File: src/rtl/pipe_hazard_if.sv
// Signal bundle between the 5-stage pipeline datapath (master) and the
// hazard/forwarding/MAX-sequencing controller (slave).
interface pipe_hazard_if #(
  parameter int RAW   = 6,
  parameter int CNT_W = 16
);
  logic [3:0]       ifid_op;
  logic [RAW-1:0]   ifid_rs;
  logic [RAW-1:0]   ifid_rt;
  logic [3:0]       idex_op;
  logic [RAW-1:0]   idex_rs;
  logic [RAW-1:0]   idex_rt;
  logic [RAW-1:0]   idex_rd;
  logic             idex_regwrt;
  logic             idex_memread;
  logic [RAW-1:0]   exmem_rd;
  logic             exmem_regwrt;
  logic [RAW-1:0]   memwb_rd;
  logic             memwb_regwrt;
  logic             ex_redirect;
  logic             mem_redirect;
  logic             max_done;
  logic             pc_write;
  logic             ifid_write;
  logic             ifid_flush;
  logic             idex_flush;
  logic             exmem_flush;
  logic [1:0]       fwd_a;
  logic [1:0]       fwd_b;
  logic             max_start;
  logic             max_err;
  logic [CNT_W-1:0] stall_cnt;
  logic [CNT_W-1:0] flush_cnt;

  modport master (
    output ifid_op, ifid_rs, ifid_rt, idex_op, idex_rs, idex_rt, idex_rd,
           idex_regwrt, idex_memread, exmem_rd, exmem_regwrt, memwb_rd,
           memwb_regwrt, ex_redirect, mem_redirect, max_done,
    input  pc_write, ifid_write, ifid_flush, idex_flush, exmem_flush,
           fwd_a, fwd_b, max_start, max_err, stall_cnt, flush_cnt
  );

  modport slave (
    input  ifid_op, ifid_rs, ifid_rt, idex_op, idex_rs, idex_rt, idex_rd,
           idex_regwrt, idex_memread, exmem_rd, exmem_regwrt, memwb_rd,
           memwb_regwrt, ex_redirect, mem_redirect, max_done,
    output pc_write, ifid_write, ifid_flush, idex_flush, exmem_flush,
           fwd_a, fwd_b, max_start, max_err, stall_cnt, flush_cnt
  );
endinterface

File: src/rtl/pipe_hazard_ctrl.sv
// Hazard, forwarding and MAX-sequencing controller for the IF/ID/EX/MEM/WB
// pipeline; also keeps saturating stall and redirect statistics.
module pipe_hazard_ctrl #(
  parameter int RAW         = 6,
  parameter int MAX_TIMEOUT = 255,
  parameter int CNT_W       = 16
) (
  input  logic         clk,
  input  logic         rst_n,
  pipe_hazard_if.slave hz
);

  localparam int         TW     = $clog2(MAX_TIMEOUT + 1);
  localparam logic [3:0] OP_MAX = 4'b0001;

  typedef enum logic [1:0] {
    RUN     = 2'd0,
    LDSTALL = 2'd1,
    MAXWAIT = 2'd2
  } state_t;

  // {uses_rt, uses_rs} for the instruction sitting in IF/ID
  function automatic logic [1:0] src_use(input logic [3:0] op);
    case (op)
      4'b0101, 4'b0110, 4'b1001, 4'b1011, 4'b1010, 4'b1110: src_use = 2'b01;
      4'b0100, 4'b0111, 4'b0011, 4'b0001:                   src_use = 2'b11;
      default:                                               src_use = 2'b00;
    endcase
  endfunction

  function automatic logic [1:0] fwd_sel(input logic [RAW-1:0] src,
                                         input logic [RAW-1:0] ex_rd,
                                         input logic           ex_wr,
                                         input logic [RAW-1:0] wb_rd,
                                         input logic           wb_wr);
    if (ex_wr && (src == ex_rd)) begin
      fwd_sel = 2'b10;
    end else if (wb_wr && (src == wb_rd)) begin
      fwd_sel = 2'b01;
    end else begin
      fwd_sel = 2'b00;
    end
  endfunction

  state_t           state_r, state_nxt_s;
  logic [TW-1:0]    tmo_r;
  logic             max_start_r, max_err_r;
  logic [CNT_W-1:0] stall_cnt_r, flush_cnt_r;

  logic       pc_write_s, ifid_write_s, ifid_flush_s, idex_flush_s, exmem_flush_s;
  logic       flush_inc_s, start_nxt_s, err_set_s, max_exit_s;
  logic [1:0] uses_s;
  logic       load_use_s, tmo_hit_s;

  assign uses_s     = src_use(hz.ifid_op);
  assign load_use_s = hz.idex_memread & hz.idex_regwrt &
                      ((uses_s[0] & (hz.idex_rd == hz.ifid_rs)) |
                       (uses_s[1] & (hz.idex_rd == hz.ifid_rt)));
  assign tmo_hit_s  = (tmo_r == TW'(MAX_TIMEOUT - 1));

  // Next-state and pipeline-control decode; everything held low during reset
  always_comb begin
    state_nxt_s   = state_r;
    pc_write_s    = 1'b0;
    ifid_write_s  = 1'b0;
    ifid_flush_s  = 1'b0;
    idex_flush_s  = 1'b0;
    exmem_flush_s = 1'b0;
    flush_inc_s   = 1'b0;
    start_nxt_s   = 1'b0;
    err_set_s     = 1'b0;
    max_exit_s    = 1'b0;
    if (!rst_n) begin
      state_nxt_s = RUN;
    end else begin
      case (state_r)
        RUN: begin
          pc_write_s   = 1'b1;
          ifid_write_s = 1'b1;
          if (hz.mem_redirect) begin
            ifid_flush_s  = 1'b1;
            idex_flush_s  = 1'b1;
            exmem_flush_s = 1'b1;
            flush_inc_s   = 1'b1;
          end else if (hz.ex_redirect) begin
            ifid_flush_s = 1'b1;
            idex_flush_s = 1'b1;
            flush_inc_s  = 1'b1;
          end else if (load_use_s) begin
            pc_write_s   = 1'b0;
            ifid_write_s = 1'b0;
            idex_flush_s = 1'b1;
            state_nxt_s  = LDSTALL;
          end else if (hz.idex_op == OP_MAX) begin
            pc_write_s   = 1'b0;
            ifid_write_s = 1'b0;
            start_nxt_s  = 1'b1;
            state_nxt_s  = MAXWAIT;
          end else begin
            state_nxt_s = RUN;
          end
        end
        LDSTALL: begin
          pc_write_s   = 1'b1;
          ifid_write_s = 1'b1;
          state_nxt_s  = RUN;
        end
        MAXWAIT: begin
          // MAX stays parked in ID/EX; the exit cycle bubbles it out
          if (hz.max_done) begin
            max_exit_s   = 1'b1;
            idex_flush_s = 1'b1;
            state_nxt_s  = RUN;
          end else if (tmo_hit_s) begin
            max_exit_s   = 1'b1;
            err_set_s    = 1'b1;
            idex_flush_s = 1'b1;
            state_nxt_s  = RUN;
          end else begin
            state_nxt_s = MAXWAIT;
          end
        end
        default: begin
          state_nxt_s = RUN;
        end
      endcase
    end
  end

  // FSM state register
  always_ff @(posedge clk or negedge rst_n) begin
    if (!rst_n) begin
      state_r <= RUN;
    end else begin
      state_r <= state_nxt_s;
    end
  end

  // MAX timeout counter, start pulse and sticky error flag
  always_ff @(posedge clk or negedge rst_n) begin
    if (!rst_n) begin
      tmo_r       <= {TW{1'b0}};
      max_start_r <= 1'b0;
      max_err_r   <= 1'b0;
    end else begin
      if ((state_r == MAXWAIT) && !max_exit_s) begin
        tmo_r <= tmo_r + TW'(1);
      end else begin
        tmo_r <= {TW{1'b0}};
      end
      max_start_r <= start_nxt_s;
      max_err_r   <= max_err_r | err_set_s;
    end
  end

  // Saturating stall and redirect statistics
  always_ff @(posedge clk or negedge rst_n) begin
    if (!rst_n) begin
      stall_cnt_r <= {CNT_W{1'b0}};
      flush_cnt_r <= {CNT_W{1'b0}};
    end else begin
      if (!pc_write_s && (stall_cnt_r != {CNT_W{1'b1}})) begin
        stall_cnt_r <= stall_cnt_r + CNT_W'(1);
      end else begin
        stall_cnt_r <= stall_cnt_r;
      end
      if (flush_inc_s && (flush_cnt_r != {CNT_W{1'b1}})) begin
        flush_cnt_r <= flush_cnt_r + CNT_W'(1);
      end else begin
        flush_cnt_r <= flush_cnt_r;
      end
    end
  end

  assign hz.pc_write    = pc_write_s;
  assign hz.ifid_write  = ifid_write_s;
  assign hz.ifid_flush  = ifid_flush_s;
  assign hz.idex_flush  = idex_flush_s;
  assign hz.exmem_flush = exmem_flush_s;
  assign hz.fwd_a       = rst_n ? fwd_sel(hz.idex_rs, hz.exmem_rd, hz.exmem_regwrt,
                                          hz.memwb_rd, hz.memwb_regwrt) : 2'b00;
  assign hz.fwd_b       = rst_n ? fwd_sel(hz.idex_rt, hz.exmem_rd, hz.exmem_regwrt,
                                          hz.memwb_rd, hz.memwb_regwrt) : 2'b00;
  assign hz.max_start   = max_start_r;
  assign hz.max_err     = max_err_r;
  assign hz.stall_cnt   = stall_cnt_r;
  assign hz.flush_cnt   = flush_cnt_r;

endmodule

File: src/flat_wrapper.sv
// flat-port wrapper written by rule: the top's interface ports become plain ports
module pipe_hazard_ctrl_flat 
#(
  parameter int RAW         = 6,
  parameter int MAX_TIMEOUT = 255,
  parameter int CNT_W       = 16
)
  (clk, rst_n, hz_ifid_op, hz_ifid_rs, hz_ifid_rt, hz_idex_op, hz_idex_rs, hz_idex_rt, hz_idex_rd, hz_idex_regwrt, hz_idex_memread, hz_exmem_rd, hz_exmem_regwrt, hz_memwb_rd, hz_memwb_regwrt, hz_ex_redirect, hz_mem_redirect, hz_max_done, hz_pc_write, hz_ifid_write, hz_ifid_flush, hz_idex_flush, hz_exmem_flush, hz_fwd_a, hz_fwd_b, hz_max_start, hz_max_err, hz_stall_cnt, hz_flush_cnt);
  pipe_hazard_if #(.RAW(RAW), .CNT_W(CNT_W)) hz_i ();
  input  logic clk;
  input  logic rst_n;
  input wire logic [$bits(hz_i.ifid_op)-1:0] hz_ifid_op;
  input wire logic [$bits(hz_i.ifid_rs)-1:0] hz_ifid_rs;
  input wire logic [$bits(hz_i.ifid_rt)-1:0] hz_ifid_rt;
  input wire logic [$bits(hz_i.idex_op)-1:0] hz_idex_op;
  input wire logic [$bits(hz_i.idex_rs)-1:0] hz_idex_rs;
  input wire logic [$bits(hz_i.idex_rt)-1:0] hz_idex_rt;
  input wire logic [$bits(hz_i.idex_rd)-1:0] hz_idex_rd;
  input wire logic [$bits(hz_i.idex_regwrt)-1:0] hz_idex_regwrt;
  input wire logic [$bits(hz_i.idex_memread)-1:0] hz_idex_memread;
  input wire logic [$bits(hz_i.exmem_rd)-1:0] hz_exmem_rd;
  input wire logic [$bits(hz_i.exmem_regwrt)-1:0] hz_exmem_regwrt;
  input wire logic [$bits(hz_i.memwb_rd)-1:0] hz_memwb_rd;
  input wire logic [$bits(hz_i.memwb_regwrt)-1:0] hz_memwb_regwrt;
  input wire logic [$bits(hz_i.ex_redirect)-1:0] hz_ex_redirect;
  input wire logic [$bits(hz_i.mem_redirect)-1:0] hz_mem_redirect;
  input wire logic [$bits(hz_i.max_done)-1:0] hz_max_done;
  output wire logic [$bits(hz_i.pc_write)-1:0] hz_pc_write;
  output wire logic [$bits(hz_i.ifid_write)-1:0] hz_ifid_write;
  output wire logic [$bits(hz_i.ifid_flush)-1:0] hz_ifid_flush;
  output wire logic [$bits(hz_i.idex_flush)-1:0] hz_idex_flush;
  output wire logic [$bits(hz_i.exmem_flush)-1:0] hz_exmem_flush;
  output wire logic [$bits(hz_i.fwd_a)-1:0] hz_fwd_a;
  output wire logic [$bits(hz_i.fwd_b)-1:0] hz_fwd_b;
  output wire logic [$bits(hz_i.max_start)-1:0] hz_max_start;
  output wire logic [$bits(hz_i.max_err)-1:0] hz_max_err;
  output wire logic [$bits(hz_i.stall_cnt)-1:0] hz_stall_cnt;
  output wire logic [$bits(hz_i.flush_cnt)-1:0] hz_flush_cnt;
  assign hz_i.ifid_op = hz_ifid_op;
  assign hz_i.ifid_rs = hz_ifid_rs;
  assign hz_i.ifid_rt = hz_ifid_rt;
  assign hz_i.idex_op = hz_idex_op;
  assign hz_i.idex_rs = hz_idex_rs;
  assign hz_i.idex_rt = hz_idex_rt;
  assign hz_i.idex_rd = hz_idex_rd;
  assign hz_i.idex_regwrt = hz_idex_regwrt;
  assign hz_i.idex_memread = hz_idex_memread;
  assign hz_i.exmem_rd = hz_exmem_rd;
  assign hz_i.exmem_regwrt = hz_exmem_regwrt;
  assign hz_i.memwb_rd = hz_memwb_rd;
  assign hz_i.memwb_regwrt = hz_memwb_regwrt;
  assign hz_i.ex_redirect = hz_ex_redirect;
  assign hz_i.mem_redirect = hz_mem_redirect;
  assign hz_i.max_done = hz_max_done;
  assign hz_pc_write = hz_i.pc_write;
  assign hz_ifid_write = hz_i.ifid_write;
  assign hz_ifid_flush = hz_i.ifid_flush;
  assign hz_idex_flush = hz_i.idex_flush;
  assign hz_exmem_flush = hz_i.exmem_flush;
  assign hz_fwd_a = hz_i.fwd_a;
  assign hz_fwd_b = hz_i.fwd_b;
  assign hz_max_start = hz_i.max_start;
  assign hz_max_err = hz_i.max_err;
  assign hz_stall_cnt = hz_i.stall_cnt;
  assign hz_flush_cnt = hz_i.flush_cnt;
  pipe_hazard_ctrl #(.RAW(RAW), .MAX_TIMEOUT(MAX_TIMEOUT), .CNT_W(CNT_W)) u_core (.clk(clk), .rst_n(rst_n), .hz(hz_i));
endmodule
File: config.mk
export PLATFORM = sky130hd
export DESIGN_NAME = pipe_hazard_ctrl_flat
export DESIGN_NICKNAME = d
export VERILOG_FILES = /design/src/rtl/pipe_hazard_if.sv /design/src/rtl/pipe_hazard_ctrl.sv /design/src/flat_wrapper.sv
export SDC_FILE = /design/constraint.sdc
export NUM_CORES = 1
export LEC_CHECK = 0
export CAP_MARGIN = 5
export CORE_ASPECT_RATIO = 0.9
export CORE_UTILIZATION = 40
export CTS_CLUSTER_DIAMETER = 50
export DETAILED_ROUTE_END_ITERATION = 10
export PLACE_DENSITY = 0.82
export SKIP_CTS_REPAIR_TIMING = 1
export SYNTH_ARGS = -nofsm -noshare
export SYNTH_HDL_FRONTEND = slang
export SYNTH_SLANG_ARGS = --single-unit
File: constraint.sdc
create_clock -name clk -period 2.8 [get_ports clk]
set_input_delay 0.84 -clock clk [delete_from_list [all_inputs] [get_ports clk]]
set_output_delay 0.84 -clock clk [all_outputs]
set_load 0.01 [all_outputs]
* Word level (Yosys, flattened, before mapping)
Memories as Yosys holds them, arrays and structs flattened.
Index checks and enable logic that the tools add are counted.
** Word-level totals
- ROM bits :: 32
- Bits in registers :: 44
- Output and inout port bits :: 43
- Memories :: 1
- Word-level logic and storage cells :: 87
** Memory list
- (no name shown) :: words 16, width 2, read ports 1, clocked after memory_dff 0, wr ports 0, RTL line pipe_hazard_ctrl.sv:24 : case (op)
** Operators by class
- Add/subtract/negate cells :: 3
- Equality and inequality tests :: 14
- Muxes and demuxes :: 46
- Bitwise logic cells :: 6
- Reduce and logical (&&, ||, !) cells :: 11
** Operator list (count)
- 6-bit equality test :: 6
- 16-bit by 1-bit adder with 16-bit output (second input constant) :: 2
- 16-bit != test (second input constant) :: 2
- 1-bit 2-to-1 mux :: 31
- 2-bit 2-to-1 mux :: 11
- 8-bit by 1-bit adder with 8-bit output (second input constant) :: 1
- 8-bit equality test (second input constant) :: 1
- 8-bit 2-to-1 mux :: 1
- 1-bit logical AND :: 7
- 3-bit != test (second input constant) :: 2
- 1-bit bitwise AND :: 4
- 4-bit by 1-bit equality test with 1-bit output (second input constant) :: 1
- 1-bit case mux with 2 select lines :: 2
- 2-bit case mux with 2 select lines :: 1
- 2-bit by 1-bit equality test with 1-bit output (second input constant) :: 1
- 2-bit equality test (second input constant) :: 1
- 1-bit zero test :: 2
- 2-bit zero test :: 1
- 1-bit OR :: 2
- 2-bit AND reduction :: 1

* Longest topological paths before layout
- Depth after elaboration :: 11
- Depth in mapped cells :: 8
- Gate-level depth less buffers :: 7

* Worst setup path before layout
No wires, ideal clock.
- Path type :: input port to output port
- Start point :: input hz_idex_op[1]
- End point :: output hz_pc_write
- Arrival :: 2117 ps
- Setup slack :: -157 ps
- Stages on the path :: 5
- Cell sequence :: or4b_4 > a2111oi_4 > or2_2 > nand2_1 > buf_4
** On the way
- Cells in the longest elaborated chain, start to end :: 7
** Ends and longest elaborated chain
- start: declaration :: RTL line flat_wrapper.sv:15 : input wire logic [$bits(hz_i.idex_op)-1:0] hz_idex_op;
- 4-bit by 1-bit equality test with 1-bit output :: RTL line pipe_hazard_ctrl.sv:94 : end else if (hz.idex_op == OP_MAX) begin
- 1-bit 2-to-1 mux (4 in a row)
- 1-bit case mux with 2 select lines
- 1-bit 2-to-1 mux
- end: declaration :: RTL line flat_wrapper.sv:28 : output wire logic [$bits(hz_i.pc_write)-1:0] hz_pc_write;
Every way passes these cells.

* Worst setup path after layout
- Start point :: input hz_idex_rd[1]
- End point :: output hz_idex_flush
** On the way
- Cells in the longest elaborated chain, start to end :: 9
- Elaborated cells on any way between the ends :: 11
- Those cells by class :: eq/ne: 2; mux: 5; bitwise: 4
** Ends and longest elaborated chain
- start: declaration :: RTL line flat_wrapper.sv:18 : input wire logic [$bits(hz_i.idex_rd)-1:0] hz_idex_rd;
- 6-bit equality test (on tied branches) :: RTL line pipe_hazard_ctrl.sv:57, pipe_hazard_ctrl.sv:58
- 1-bit bitwise AND (on tied branches) :: RTL line pipe_hazard_ctrl.sv:57, pipe_hazard_ctrl.sv:58
- 1-bit OR * :: RTL line pipe_hazard_ctrl.sv:57 : ((uses_s[0] & (hz.idex_rd == hz.ifid_rs)) |
- 1-bit bitwise AND * :: RTL line pipe_hazard_ctrl.sv:56 : assign load_use_s = hz.idex_memread & hz.idex_regwrt &
- 1-bit 2-to-1 mux * :: RTL line pipe_hazard_ctrl.sv:89 : end else if (load_use_s) begin
- 1-bit 2-to-1 mux * :: RTL line pipe_hazard_ctrl.sv:85 : end else if (hz.ex_redirect) begin
- 1-bit 2-to-1 mux * :: RTL line pipe_hazard_ctrl.sv:80 : if (hz.mem_redirect) begin
- 1-bit case mux with 2 select lines * :: RTL line pipe_hazard_ctrl.sv:76 : case (state_r)
- 1-bit 2-to-1 mux * :: RTL line pipe_hazard_ctrl.sv:73 : if (!rst_n) begin
- end: declaration :: RTL line flat_wrapper.sv:31 : output wire logic [$bits(hz_i.idex_flush)-1:0] hz_idex_flush;
Mark *: on every way between the ends. The rest lies on a longest branch, timed or not.

==> flow_metrics.env <==
export IMPL_cpMaxStageDelayCell="or4_1"
export IMPL_drv_slew=0
export IMPL_syn_avg_cell_area_um2=9.92
export IMPL_drt_iter0_markers=97
export IMPL_startpoint="hz_idex_rd[1]"
export IMPL_path_class="primary input to output port"
export IMPL_p_seq_frac=0.432
export IMPL_initial_core_util=0.423
export IMPL_routed_wl_mm=8.11
export IMPL_ys_ff_latch=44
export IMPL_yosys_warnings=0
export IMPL_synth_seq_area_share=0.419
export IMPL_rr_endpoint="u_core.hz.flush_cnt[15]"
export IMPL_row_count=27
export IMPL_leakage_nw=2.16
export IMPL_crit_fanout=3
export IMPL_worstPathRequired_ns=1.96
export IMPL_placed_cells=493
export IMPL_failed_checks="setup timing"
export IMPL_clkPwrFrac=0.206
export IMPL_clock_root_buffer="clkbuf_8"
export IMPL_worst_slack_ns=-0.353
export IMPL_die_height_um=78.9
export IMPL_timing_final_crit_period_ns=3.15
export IMPL_cts_tree="built"
export IMPL_max_slew_margin_rel=0.730
export IMPL_grt_pass1_wl_mm=11.4
export IMPL_syn_area_um2=2630
export IMPL_r2r_start="u_core.state_r[1]"
export IMPL_crit_path_end="hz_idex_flush"
export IMPL_period_share=1.13
export IMPL_drc=0
export IMPL_hold_viol=0
export IMPL_wl_per_cell_um=16.1
export IMPL_first_pass_iters=4
export IMPL_synth_nets=328
export IMPL_p_switching_mw=0.659
export IMPL_antennaDiodeCount=0
export IMPL_ys_async_sr_fraction=1.00
export IMPL_portBuffers=101
export IMPL_dp_hpwl_mm=5.71
export IMPL_layout_drive_gt1_share=0.320
export IMPL_rrSetupSlack_ns=0.62
export IMPL_cts_buffer_depth=2
export IMPL_reg2regPathDepth=8
export IMPL_grt_max_degree=27
export IMPL_core_area_um2=6220
export IMPL_holdWs_ns=0.485
export IMPL_io_pins=102
export IMPL_hp_class="flop to flop"
export IMPL_setup_viol=3
export IMPL_cap_violations=0
export IMPL_viasPerCell=5.03
export IMPL_instances_no_fill=503
export IMPL_die_area_um2=6900
export IMPL_p_int_mw=1.36
export IMPL_dp_slack_ns=-1.15
export IMPL_clock_skew_ns=0.00760
export IMPL_fin_nets=478
export IMPL_cts_htree_levels=2
export IMPL_areaGrowthSynthToFinish_pct=70.4
export IMPL_worstPathCellList="buf_6 > buf_6 > xor2_2 > nor4_2 > nand3_2 > a21oi_4 > or4_1 > and3_1 > buf_2"
export IMPL_gp_congestion=0.839
export IMPL_rsz0062_at_grt="true"
export IMPL_clkLatencyLatePin_ns=0.29
export IMPL_final_common_cell="dfrtp_1"
export IMPL_num_vias=2528
export IMPL_clock_sinks=44
export IMPL_endpoint_kind="output port"
export IMPL_combPwrFrac=0.362
export IMPL_antenna_found_initial=0
export IMPL_ir_drop_uv=608
export IMPL_synth_cell_types=39
export IMPL_final_antenna_net_count=0
export IMPL_synth_cells=265
export IMPL_critPathMaxStageDelay_ns=0.49
export IMPL_final_cell_mix="44 x dfrtp_1, 42 x buf_4, 39 x clkdlybuf4s50_1"
export IMPL_critPathLaunchType="primary input"
export IMPL_grt_use_total=0.211
export IMPL_outcome="finished, violations left"
export IMPL_max_freq_ghz=0.317
export IMPL_synth_ff_type="dfrtp_1"
export IMPL_cts_buffers=5
export IMPL_switching_share=0.327
export IMPL_power_total_mw=2.02
export IMPL_power_density_nw_per_um2=451
export IMPL_overflow=0
export IMPL_cts_clk_slew_worst_paths_ns=0.08
export IMPL_die_w_um=87.4
export IMPL_synth_edf_count=0
export IMPL_cp_arrival_ns=2.31
export IMPL_path_common_cell="buf_6"
export IMPL_tightest_slew_ns=0.402
export IMPL_grt_pass1_vias=2498
==> power groups by stage <==
stage / registers (mW) / clock network [mW] / logic, mW
2_1_floorplan: 0.905 / 0 / 0.231
3_3_place_gp: 0.881 / 0 / 0.665
3_5_place_dp: 0.881 / 0 / 0.684
4_1_cts: 0.871 / 0.420 / 0.688
5_1_grt: 0.893 / 0.453 / 0.789
6_report: 0.871 / 0.416 / 0.732
==> per-stage QoR <==
stage                     TNS, ns  utilization  cell area, µm²
after floorplan            -0.157            -            2630
after global placement     -10.21        0.652            4060
after detailed placement   -10.91        0.652            4060
after CTS                   -6.62        0.667            4150
after global routing        -1.11        0.720            4480
final                      -0.915        0.720            4480
==> flip-flops by register name (all words and copies together), names as in the netlist <==
| signal | count |
|---|---|
| u_core.tmo_r | 8 |
| u_core.hz.stall_cnt | 16 |
| u_core.state_r | 2 |
| u_core.hz.flush_cnt | 16 |
| u_core.hz.max_err | 1 |
| u_core.hz.max_start | 1 |
==> layer usage <==
| metal | GRT usage | part of all wire | vias to the layer above |
|---|---|---|---|
| met1 | 0.258 | 0.40 | 1214 |
| met2 | 0.364 | 0.53 | 70 |
| met4 | 0.0689 | 0.020 | 0 |
| met3 | 0.0499 | 0.048 | 20 |
| met5 | 0 | 0 | - |
| li1 | - | - | 1224 |
==> cells in the mapped netlist, types with 2 or more instances <==
library cell | n | share of area
or2_2 | 2 | 0.0048
and4_1 | 3 | 0.010
nor3_1 | 5 | 0.0095
a21oi_1 | 3 | 0.0057
nand4_1 | 19 | 0.045
nor2_1 | 21 | 0.030
inv_1 | 4 | 0.0057
dfrtp_1 | 44 | 0.42
nand2b_1 | 6 | 0.014
ha_1 | 4 | 0.019
or3_1 | 3 | 0.0071
nor4_1 | 7 | 0.017
nand3_1 | 16 | 0.030
xor2_1 | 35 | 0.12
xnor2_1 | 32 | 0.11
a31oi_1 | 4 | 0.0095
nand2_1 | 21 | 0.030
and3_1 | 8 | 0.019
o21ai_0 | 2 | 0.0038
mux2_2 | 4 | 0.017
and2_1 | 4 | 0.0095
==> kinds of logic after synthesis <==
| family | count (synthesis) | synth area share |
|---|---|---|
| buffers and inverters | 7 | 0.0143 |
| AOI/OAI and AO/OA | 16 | 0.0505 |
| and+or+nand+nor | 122 | 0.252 |
| adders and majority gates | 4 | 0.0190 |
| DFF | 44 | 0.419 |
| xor gates and xnor gates | 67 | 0.223 |
| muxes | 5 | 0.0214 |
==> final cells by class <==
type	count	area (µm²)
Timing Repair Buffer	146	1380
Clock inverter	1	7.51
Inverter	4	15.0
Sequential cell	44	1100
Tap cell	87	109
Fill cell	442	1740
Multi-Input combinational cell	214	1780
Clock buffer	7	86.3
==> worst min path at each step <==
stage / startpoint / endpoint / slack, ns / cells past startpoint
final: u_core.hz.max_err / u_core.hz.max_err / 0.49 / 1
after global routing: u_core.hz.max_err / u_core.hz.max_err / 0.51 / 1
after CTS: u_core.hz.max_err / u_core.hz.max_err / 0.48 / 1
after detailed placement: u_core.hz.max_err / u_core.hz.max_err / 0.47 / 1
after global placement: u_core.hz.max_err / u_core.hz.max_err / 0.46 / 1
after floorplan: u_core.tmo_r[0] / u_core.tmo_r[0] / 0.49 / 1
==> worst max-delay path, delay by kind of cell <==
family | cells | cell delay (ns)
AOI/OAI and AO/OA | 1 | 0.08
and+or+nand+nor | 4 | 0.88
buffers and inverters | 3 | 0.36
xor gates and xnor gates | 1 | 0.16
Note: power is estimated with default switching activity, not from simulation.
==> RTL edit (same settings) <==
`RAW` is set to 6 in 3 places; all go to 3.
--- a/src/rtl/pipe_hazard_if.sv
+++ b/src/rtl/pipe_hazard_if.sv
@@ -2,5 +2,5 @@
 // hazard/forwarding/MAX-sequencing controller (slave).
 interface pipe_hazard_if #(
-  parameter int RAW   = 6,
+  parameter int RAW   = 3,
   parameter int CNT_W = 16
 );
--- a/src/rtl/pipe_hazard_ctrl.sv
+++ b/src/rtl/pipe_hazard_ctrl.sv
@@ -2,5 +2,5 @@
 // pipeline; also keeps saturating stall and redirect statistics.
 module pipe_hazard_ctrl #(
-  parameter int RAW         = 6,
+  parameter int RAW         = 3,
   parameter int MAX_TIMEOUT = 255,
   parameter int CNT_W       = 16
--- a/src/flat_wrapper.sv
+++ b/src/flat_wrapper.sv
@@ -2,5 +2,5 @@
 module pipe_hazard_ctrl_flat 
 #(
-  parameter int RAW         = 6,
+  parameter int RAW         = 3,
   parameter int MAX_TIMEOUT = 255,
   parameter int CNT_W       = 16
Interface: changed (7 resized); port bits go from 102 to 81. No check against the original RTL was run, so the function may have changed too.
==> RTL edit against the original RTL <==
- the run still ends with negative setup slack left
- wire length fell by 24%
- sequential cell count did not move
- power rose by 0.79%
- register-to-register slack got worse by 0.04 ns
- worst setup slack improved by 0.14 ns
- maximum frequency rose by 4.7%
- area after synthesis fell by 9.5%
- largest cell class unchanged
- synthesized cell count fell by 12%
- final area fell by 17%
- combinational power rose by 1%
==> RTL edit: results (changes against the original RTL) <==
Run status
  • Status: complete, but fails checks
  • Failing checks: negative setup slack

Synth
  • Post-Syn Area: 2377 µm² (-9.5%)
  • Syn Inst Count: 233 (-12%)
  • Syn Nets: 275 (-16%)
  • Post-synth cell types: 43 (+10%)
  • Synth area leader: dfrtp_1
  • Sequential fraction of the synthesis area: 46.32% (+4.4 points)
  • Synth cell count leaders: dfrtp_1, xor2_1, xnor2_1, nand3_1, nor2_1
  • Top cells by area, synth: dfrtp_1, xor2_1, xnor2_1

Pwr
  • Combinational power share: 36.4% (+0.2 points)
  • Worst VDD drop: 527.5 µV (-13%)
  • Internal power: 1.354 mW (-0.42%)
  • Sequential fraction of design power: 46.2% (+3.0 points)
  • Comb group: 741 µW (+1%)
  • Leakage: 1.859 nW (-14%)

Detailed routing
  • M1 wire length: 2691 µm (-18%)
  • Met2 Wirelength: 3157 µm (-26%)
  • DRT iter0 DRCs: 77 (-21%)
  • Top Layer Used: met4
  • Routed WL: 6195 µm (-24%)
  • Met3 WL: 249 µm (-35%)
  • Post-DR wirelength/cell: 14.89 µm (-7.7%)
  • Total number of vias: 2138 (-15%)

Final layout
  • Invs w/o clock: 8 (+4)
  • Final nets: 390 (-18%)
  • Multi-input logic portion of the cell area: 36.21% (-3.5 points)
  • Comb_multi_in: 177 (-17%)
  • Data buffer area share: 28.93% (-1.9 points)
  • Area of the multi-input gates: 1338 µm² (-25%)
  • ClkCell Share: 1.863% (-0.23 points)
  • Fill cells: 455 (+2.9%)
  • Non-Clock Buffer Count: 112 (-23%)
  • Share of post-route cells with drive strength above 1: 21.97% (-10 points)

GRT
  • Number of global-route vias before repair: 1962 (-21%)
  • GRT Overall Usage: 18.61% (-2.5 points)
  • GR Layer Usage met1: 23.69% (-2.1 points)
  • Met3 usage: 3.838% (-1.2 points)
  • GR met2 Demand/Resource: 32.33% (-4.1 points)
  • Global-route wire length before repair: 9218 µm (-19%)
  • Largest net degree at the start of global routing: 20 (-26%)

Placed design
  • Inst Count DP: 405 (-18%)
  • DP Area: 3431 µm² (-15%)
  • Hpwl dp: 4401 µm (-23%)
  • Setup WS pre-CTS: -0.8344 ns (+0.3175 ns)
  • # port buffers: 80 (-21%)
  • Gpl congestion: 0.8242 (-1.7%)

STA
  • Setup Skew: 0.007566 ns (-0.00003505 ns)
  • Post-Route Setup TNS: -0.4197 ns (+0.4950 ns)
  • Final setup fails: 2 (-1)
  • Rel. slew slack: 74.02% (+1.0 points)
  • Worst Slack Setup Final: -0.2104 ns (+0.1428 ns)

Setup path
  • Worst EP arrival: 2.17 ns (-0.14 ns)
  • Worst r2r path cells: 6 (-2)
  • Crit path max fanout: 2 (-1)
## RTL edit: kinds of logic (layout without fill, tap and decap cells)
family	Yosys count	count (layout)	synth area share, %
mux	3	3	1.421
simple gates	103	103	23.26
flops	44	44	46.32
fa+ha+maj	4	4	2.105
compound gates	15	15	5.368
buf+inv	12	125	2.369
xor+xnor	52	52	19.16
## RTL edit: path summary, 6_finish.rpt
kind | to | startpoint | slack, ns
min in group asynchronous | u_core.hz.max_err | rst_n | 0.51
min reg2reg | u_core.hz.flush_cnt[11] | u_core.hz.flush_cnt[11] | 0.49
max reg2reg | u_core.hz.stall_cnt[1] | u_core.hz.stall_cnt[2] | 0.58
min | u_core.hz.flush_cnt[11] | u_core.hz.flush_cnt[11] | 0.49
max in group asynchronous | u_core.hz.stall_cnt[6] | rst_n | 1.90
max | hz_pc_write | hz_idex_op[2] | -0.21
## RTL edit: worst max-delay path, cell delays in order
cell and delay [ns]:
clkbuf_2 0.10, or4b_4 0.54, a311o_1 0.39, and2_4 0.18, buf_6 0.11
